==> config.mk <==
export PLATFORM = sky130hd
export DESIGN_NAME = instruction_fetch
export DESIGN_NICKNAME = d
export VERILOG_FILES = /design/src/rtl/instruction_fetch_pkg.sv /design/src/rtl/instruction_fetch_fifo.sv /design/src/rtl/instruction_fetch.sv
export SDC_FILE = /design/constraint.sdc
export NUM_CORES = 1
export LEC_CHECK = 0
export ABC_AREA = 1
export ABC_CLOCK_PERIOD_IN_PS = 2900
export BUFFER_PORTS_ARGS = -buffer_cell sky130_fd_sc_hd__buf_2
export CAP_MARGIN = 20
export CORE_AREA = 2 2 263 265
export CTS_BUF_LIST = sky130_fd_sc_hd__clkbuf_2 sky130_fd_sc_hd__clkbuf_4 sky130_fd_sc_hd__clkbuf_8
export CTS_CLUSTER_SIZE = 12
export DETAILED_ROUTE_END_ITERATION = 8
export DIE_AREA = 0 0 265 267
export PLACE_DENSITY = 0.42
export SETUP_SLACK_MARGIN = 0.1
export SYNTH_ARGS = -nofsm -noshare
export SYNTH_HDL_FRONTEND = slang
export SYNTH_HIERARCHICAL = 1
export SYNTH_SLANG_ARGS = --single-unit
export TNS_END_PERCENT = 100
==> constraint.sdc <==
create_clock -name i_clk -period 2.9 [get_ports i_clk]
set_input_delay 0.29 -clock i_clk [delete_from_list [all_inputs] [get_ports i_clk]]
set_output_delay 0.29 -clock i_clk [all_outputs]
set_load 0.02 [all_outputs]
==> src/rtl/instruction_fetch_pkg.sv <==
// Shared Argon core constants and the fetch-stage record type.
// Imported by the fetch stage and its prefetch FIFO.
package instruction_fetch_pkg;

  localparam logic [31:0] DEFAULT_RESET_PC = 32'h0000_0000;
  localparam logic [31:0] NOP_INSTR        = 32'h0000_0013;

  typedef struct packed {
    logic [31:0] pc;
    logic [31:0] instr;
  } fetch_entry_t;

  function automatic logic [31:0] align_pc(input logic [31:0] pc);
    return {pc[31:2], 2'b00};
  endfunction

endpackage

==> src/rtl/instruction_fetch_fifo.sv <==
// Synchronous prefetch FIFO with flush, occupancy count and a head read
// straight from the storage registers. DEPTH must be a power of two.
module fetch_fifo
  import instruction_fetch_pkg::*;
#(
  parameter int               WIDTH      = 64,
  parameter int               DEPTH      = 4,
  parameter logic [WIDTH-1:0] RESET_DATA = '0
) (
  input  logic                     clk,
  input  logic                     rst_n,
  input  logic                     push,
  input  logic                     pop,
  input  logic                     flush,
  input  logic [WIDTH-1:0]         push_data,
  output logic [WIDTH-1:0]         head_data,
  output logic [$clog2(DEPTH):0]   count
);

  localparam int PTR_W = $clog2(DEPTH);
  localparam int CNT_W = PTR_W + 1;

  logic [WIDTH-1:0] mem [DEPTH];
  logic [PTR_W-1:0] rd_ptr;
  logic [PTR_W-1:0] wr_ptr;
  logic             do_push;
  logic             do_pop;

  always_comb begin
    do_pop    = pop && (count != '0);
    do_push   = push && ((count != CNT_W'(DEPTH)) || do_pop);
    head_data = mem[rd_ptr];
  end

  // Storage is reset so the head shows RESET_DATA until the first push.
  always_ff @(posedge clk or negedge rst_n) begin
    if (!rst_n) begin
      rd_ptr <= '0;
      wr_ptr <= '0;
      count  <= '0;
      for (int i = 0; i < DEPTH; i++) begin
        mem[i] <= RESET_DATA;
      end
    end else if (flush) begin
      rd_ptr <= '0;
      wr_ptr <= '0;
      count  <= '0;
    end else begin
      if (do_push) begin
        mem[wr_ptr] <= push_data;
        wr_ptr      <= wr_ptr + 1'b1;
      end
      if (do_pop) begin
        rd_ptr <= rd_ptr + 1'b1;
      end
      count <= count + CNT_W'(do_push) - CNT_W'(do_pop);
    end
  end

endmodule

==> src/rtl/instruction_fetch.sv <==
// Argon RV32I fetch stage: credit-limited word requests, prefetch FIFO toward
// decode, and redirect handling that drops every response already in flight.
module instruction_fetch
  import instruction_fetch_pkg::*;
#(
  parameter logic [31:0] RESET_PC   = DEFAULT_RESET_PC,
  parameter int          FIFO_DEPTH = 4
) (
  input  logic        i_clk,
  input  logic        i_rst_n,
  output logic        o_imem_req,
  output logic [31:0] o_imem_addr,
  input  logic        i_imem_gnt,
  input  logic        i_imem_rvalid,
  input  logic [31:0] i_imem_rdata,
  output logic        o_instr_valid,
  output logic [31:0] o_instruction,
  output logic [31:0] o_pc,
  input  logic        i_decode_ready,
  input  logic        i_redirect,
  input  logic [31:0] i_redirect_pc
);

  localparam int CNT_W = $clog2(FIFO_DEPTH) + 1;

  logic [31:0]      fetch_pc;
  logic [31:0]      resp_pc;
  logic [31:0]      held_addr;
  logic [31:0]      redirect_pc;
  logic [CNT_W-1:0] outstanding;
  logic [CNT_W-1:0] outstanding_next;
  logic [CNT_W-1:0] discard;
  logic [CNT_W-1:0] fifo_count;
  logic             started;
  logic             held;
  logic             stale;
  logic             credit_ok;
  logic             grant;
  logic             push;
  logic             pop;
  fetch_entry_t     push_entry;
  fetch_entry_t     head_entry;

  // A held request keeps its address even across redirects; 'stale' marks
  // that its eventual response belongs to the pre-redirect stream.
  always_comb begin
    credit_ok        = ({1'b0, outstanding} + {1'b0, fifo_count}) < (CNT_W + 1)'(FIFO_DEPTH);
    o_imem_req       = started && (held || credit_ok);
    o_imem_addr      = held ? held_addr : fetch_pc;
    grant            = o_imem_req && i_imem_gnt;
    outstanding_next = outstanding + CNT_W'(grant) - CNT_W'(i_imem_rvalid);
    redirect_pc      = align_pc(i_redirect_pc);
    o_instr_valid    = (fifo_count != '0);
    pop              = o_instr_valid && i_decode_ready;
    push             = i_imem_rvalid && (discard == '0) && !i_redirect;
    push_entry       = '{pc: resp_pc, instr: i_imem_rdata};
    o_pc             = head_entry.pc;
    o_instruction    = head_entry.instr;
  end

  always_ff @(posedge i_clk or negedge i_rst_n) begin
    if (!i_rst_n) begin
      fetch_pc    <= RESET_PC;
      resp_pc     <= RESET_PC;
      held_addr   <= RESET_PC;
      outstanding <= '0;
      discard     <= '0;
      started     <= 1'b0;
      held        <= 1'b0;
      stale       <= 1'b0;
    end else begin
      started     <= 1'b1;
      held        <= o_imem_req && !i_imem_gnt;
      held_addr   <= o_imem_addr;
      outstanding <= outstanding_next;
      if (i_redirect) begin
        fetch_pc <= redirect_pc;
        resp_pc  <= redirect_pc;
        discard  <= outstanding_next;
        stale    <= o_imem_req && !i_imem_gnt;
      end else begin
        if (grant && !stale) begin
          fetch_pc <= fetch_pc + 32'd4;
        end
        if (grant) begin
          stale <= 1'b0;
        end
        if (push) begin
          resp_pc <= resp_pc + 32'd4;
        end
        discard <= discard + CNT_W'(grant && stale)
                           - CNT_W'(i_imem_rvalid && (discard != '0));
      end
    end
  end

  fetch_fifo #(
    .WIDTH      ($bits(fetch_entry_t)),
    .DEPTH      (FIFO_DEPTH),
    .RESET_DATA ({RESET_PC, NOP_INSTR})
  ) u_fifo (
    .clk       (i_clk),
    .rst_n     (i_rst_n),
    .push      (push),
    .pop       (pop),
    .flush     (i_redirect),
    .push_data (push_entry),
    .head_data (head_entry),
    .count     (fifo_count)
  );

endmodule

==> results.ini <==
[power]
leakage_nw = 11.6
power.internal_w = 0.0105
swShare_pct = 36.9
irDropWorstVdd_v = 0.000425
p_switching_w = 0.00612
pwr-share-comb_pct = 27.2
cellPowerDensity_mw_per_mm2 = 727
clockPowerShare_pct = 32.5
seqPwrFrac_pct = 40.3

[critical_path]
crit_fanout = 42
critPathCaptureType = output pin
critical_path_required_ns = 2.61
start_kind = register
arrival_ns = 2.45
critPathKind = register to output pin

[cts]
path_clk_slew_ns = 0.06
cts_tree = built
clock-sinks = 364
clock_path_buffers = 3
clock_latency_ns = 0.66
h-tree-depth = 3
cts-root-buf = clkbuf_8
cts_made_buffers = 72

[layout]
syn2layout_area_growth_pct = 20.8
stdcell_area_mm2 = 0.0228
fillers = 7289
final_cells = 3560
layout-drive-gt1-share_pct = 15.4
nets = 2714

[place]
placed_cell_area_mm2 = 0.0207
io_buffer_count = 165
place.gp.congestion = 0.845
dp_slack_ns = 0.174
dp_cells = 3373
detailed_place_hpwl_um = 39600

[route]
firstDrtPassIters = 6
drt-vias-per-instance = 5.05
ant_nets = 0
post_drt_wl_per_cell_um = 19.4
vias = 18000
drt_wl_total_um = 69000
drt-initial-drc-count = 1391
drc = 0

[synthesis]
async_flop_share_pct = 100
netlist_area_mm2 = 0.0189
ys_ff_latch = 364
synth_edf_count = 0
ys_seq_area_share_pct = 48.3
yosys.area.top_type_share_pct = 46.6
yosys.cell_types.count = 44
synthCells = 2447
synth_area_leaders = dfrtp_1, nand2_1, nand4_1
synth_top_cell_by_area = dfrtp_1
ys.flop_type = dfrtp_1
avgSynthCellArea_um2 = 7.73
yosysWarnings = 6

[floorplan]
rows = 96
pin_count = 168
die_y_um = 267
die-area_mm2 = 0.0708
die_w_um = 265
initial_utilization_pct = 27.8
core-area_mm2 = 0.0680

[global_route]
grt_pass1_wl_um = 107000
first_global_vias = 18000
grt.total_usage_pct = 19.2
grt_max_degree = 181
grt.overflow.total = 0
antenna_found_initial = 1

[sta]
fin_ws_ns = 0.155
slew_violations = 0
max_freq_mhz = 364
tightest_slew_ns = 1.11
timing.slew.headroom_pct = 25.8
min_period_over_period_pct = 94.7
rsz0062_at_grt = yes
tns_ns = 0
period_minus_slack_ns = 2.74
final_hold_viol_count = 0
setup_viol = 0
hold_ws_ns = 0.0731
skew_ns = 0.0293

[run]
maxCapViolations = 0

[min_path]
hold_path_class = primary input to register

[run_status]
status = finished, final reports clean

-- critical path: stages (launching register included) --
cell and delay [ns]:
dfrtp_4 0.55, clkinv_4 0.18, buf_12 0.27, buf_12 0.21
nor2_1 0.05, o22ai_1 0.29, buf_2 0.23
-- power by group through the flow --
stage	Clock [W]	Combinational (W)	Sequential, W
final	0.00540	0.00451	0.00669
after global routing	0.00584	0.00502	0.00681
after CTS	0.00560	0.00451	0.00669
after detailed placement	0	0.00443	0.00676
after global placement	0	0.00439	0.00675
after floorplan	0	0.00290	0.00654
-- area by class of cell --
type	count	area, um2	share of cell area [%]
clock buffers	116	1390	6.08
clock inverters	7	57.6	0.252
flip-flops and latches	364	9130	40.0
well taps	882	1100	4.83
multi-input cells	1812	8610	37.7
diodes	2	5.00	0.0219
repair buffers	273	2150	9.40
inverters	104	404	1.77
-- worst paths after layout --
check	startpoint	end	slack [ns]	cells after the start
worst min register to register	held_addr[0]	held_addr[0]	0.46	2
min in group asynchronous	i_rst_n	u_fifo/mem[26]	0.15	2
worst max register to register	outstanding[2]	discard[2]	0.25	13
worst min-delay path	i_redirect_pc[29]	fetch_pc[29]	0.07	5
worst max-delay path	u_fifo/rd_ptr[0]	o_pc[0]	0.16	6
max in group asynchronous	i_rst_n	u_fifo/mem[196]	1.87	3
-- per-stage QoR --
stage / total power, W / util (%)
6_report: 0.0166 / 33.6
5_1_grt: 0.0177 / 33.6
4_1_cts: 0.0168 / 33.5
3_5_place_dp: 0.0112 / 30.5
3_3_place_gp: 0.0111 / 30.5
2_1_floorplan: 0.00944 / -
-- timing repair --
item | CTS | global route
hold buffers | 60 | 0
hold endpoints to repair | 286 | 0
setup buffers | 0 | 1
gates cloned | 0 | 1
gates resized for setup | 3 | 6
pin swaps | 0 | 1
setup endpoints to repair | 9 | 6
-- metal layers --
layer	vias up	track usage, %	part of all wire (%)
li1	8537	-	-
met1	8876	25.9	46
met2	478	31.6	47
met3	99	3.44	4.9
met4	0	5.31	2.2
met5	-	0	0
-- cell usage after synthesis (5+ instances only) --
library cell and number:
nand2_1 883, dfrtp_1 352, nand4_1 262, nor2_1 224, o21ai_0 187, inv_1 96, buf_2 88, o22ai_1 64
clkbuf_1 50, nand3_1 47, buf_1 20, ha_1 14, xor2_1 14, a21oi_1 12, buf_4 12, dfstp_2 12
nor2_2 12, nor3_1 12, o211ai_1 9, o21ai_1 9, nand2_2 8, inv_2 6, nand4_4 6, nand3b_1 5
-- cell usage in the layout (no fill, tap or decap), drive strengths merged, types with 60 or more instances in the layout --
cell type,n
nor2,241
o22ai,64
dlygate4sd3,60
nand4,268
o21ai,196
clkbuf,117
nand2,893
inv,105
buf,212
dfrtp,352
-- flip-flops by register name (all words and copies together) (netlist names), 3 cells and up --
signal        flops
fetch_pc         30
outstanding       3
discard           3
u_fifo/mem      256
held_addr        32
resp_pc          30
u_fifo/count      3
-- kinds of logic (layout without fill, tap and decap cells) --
kind of cell,Yosys count,in the layout,synth area share (%)
other,2,11,0.0397
XOR/XNOR,18,18,0.834
AND/OR/NAND/NOR,1477,1477,34.7
AO/OA/AOI/OAI,291,291,8.41
flip-flops,364,364,48.3
adder cells (fa/ha/maj),17,17,1.24
buffers and inverters,278,500,6.51
(Power assumes the default switching activity.)
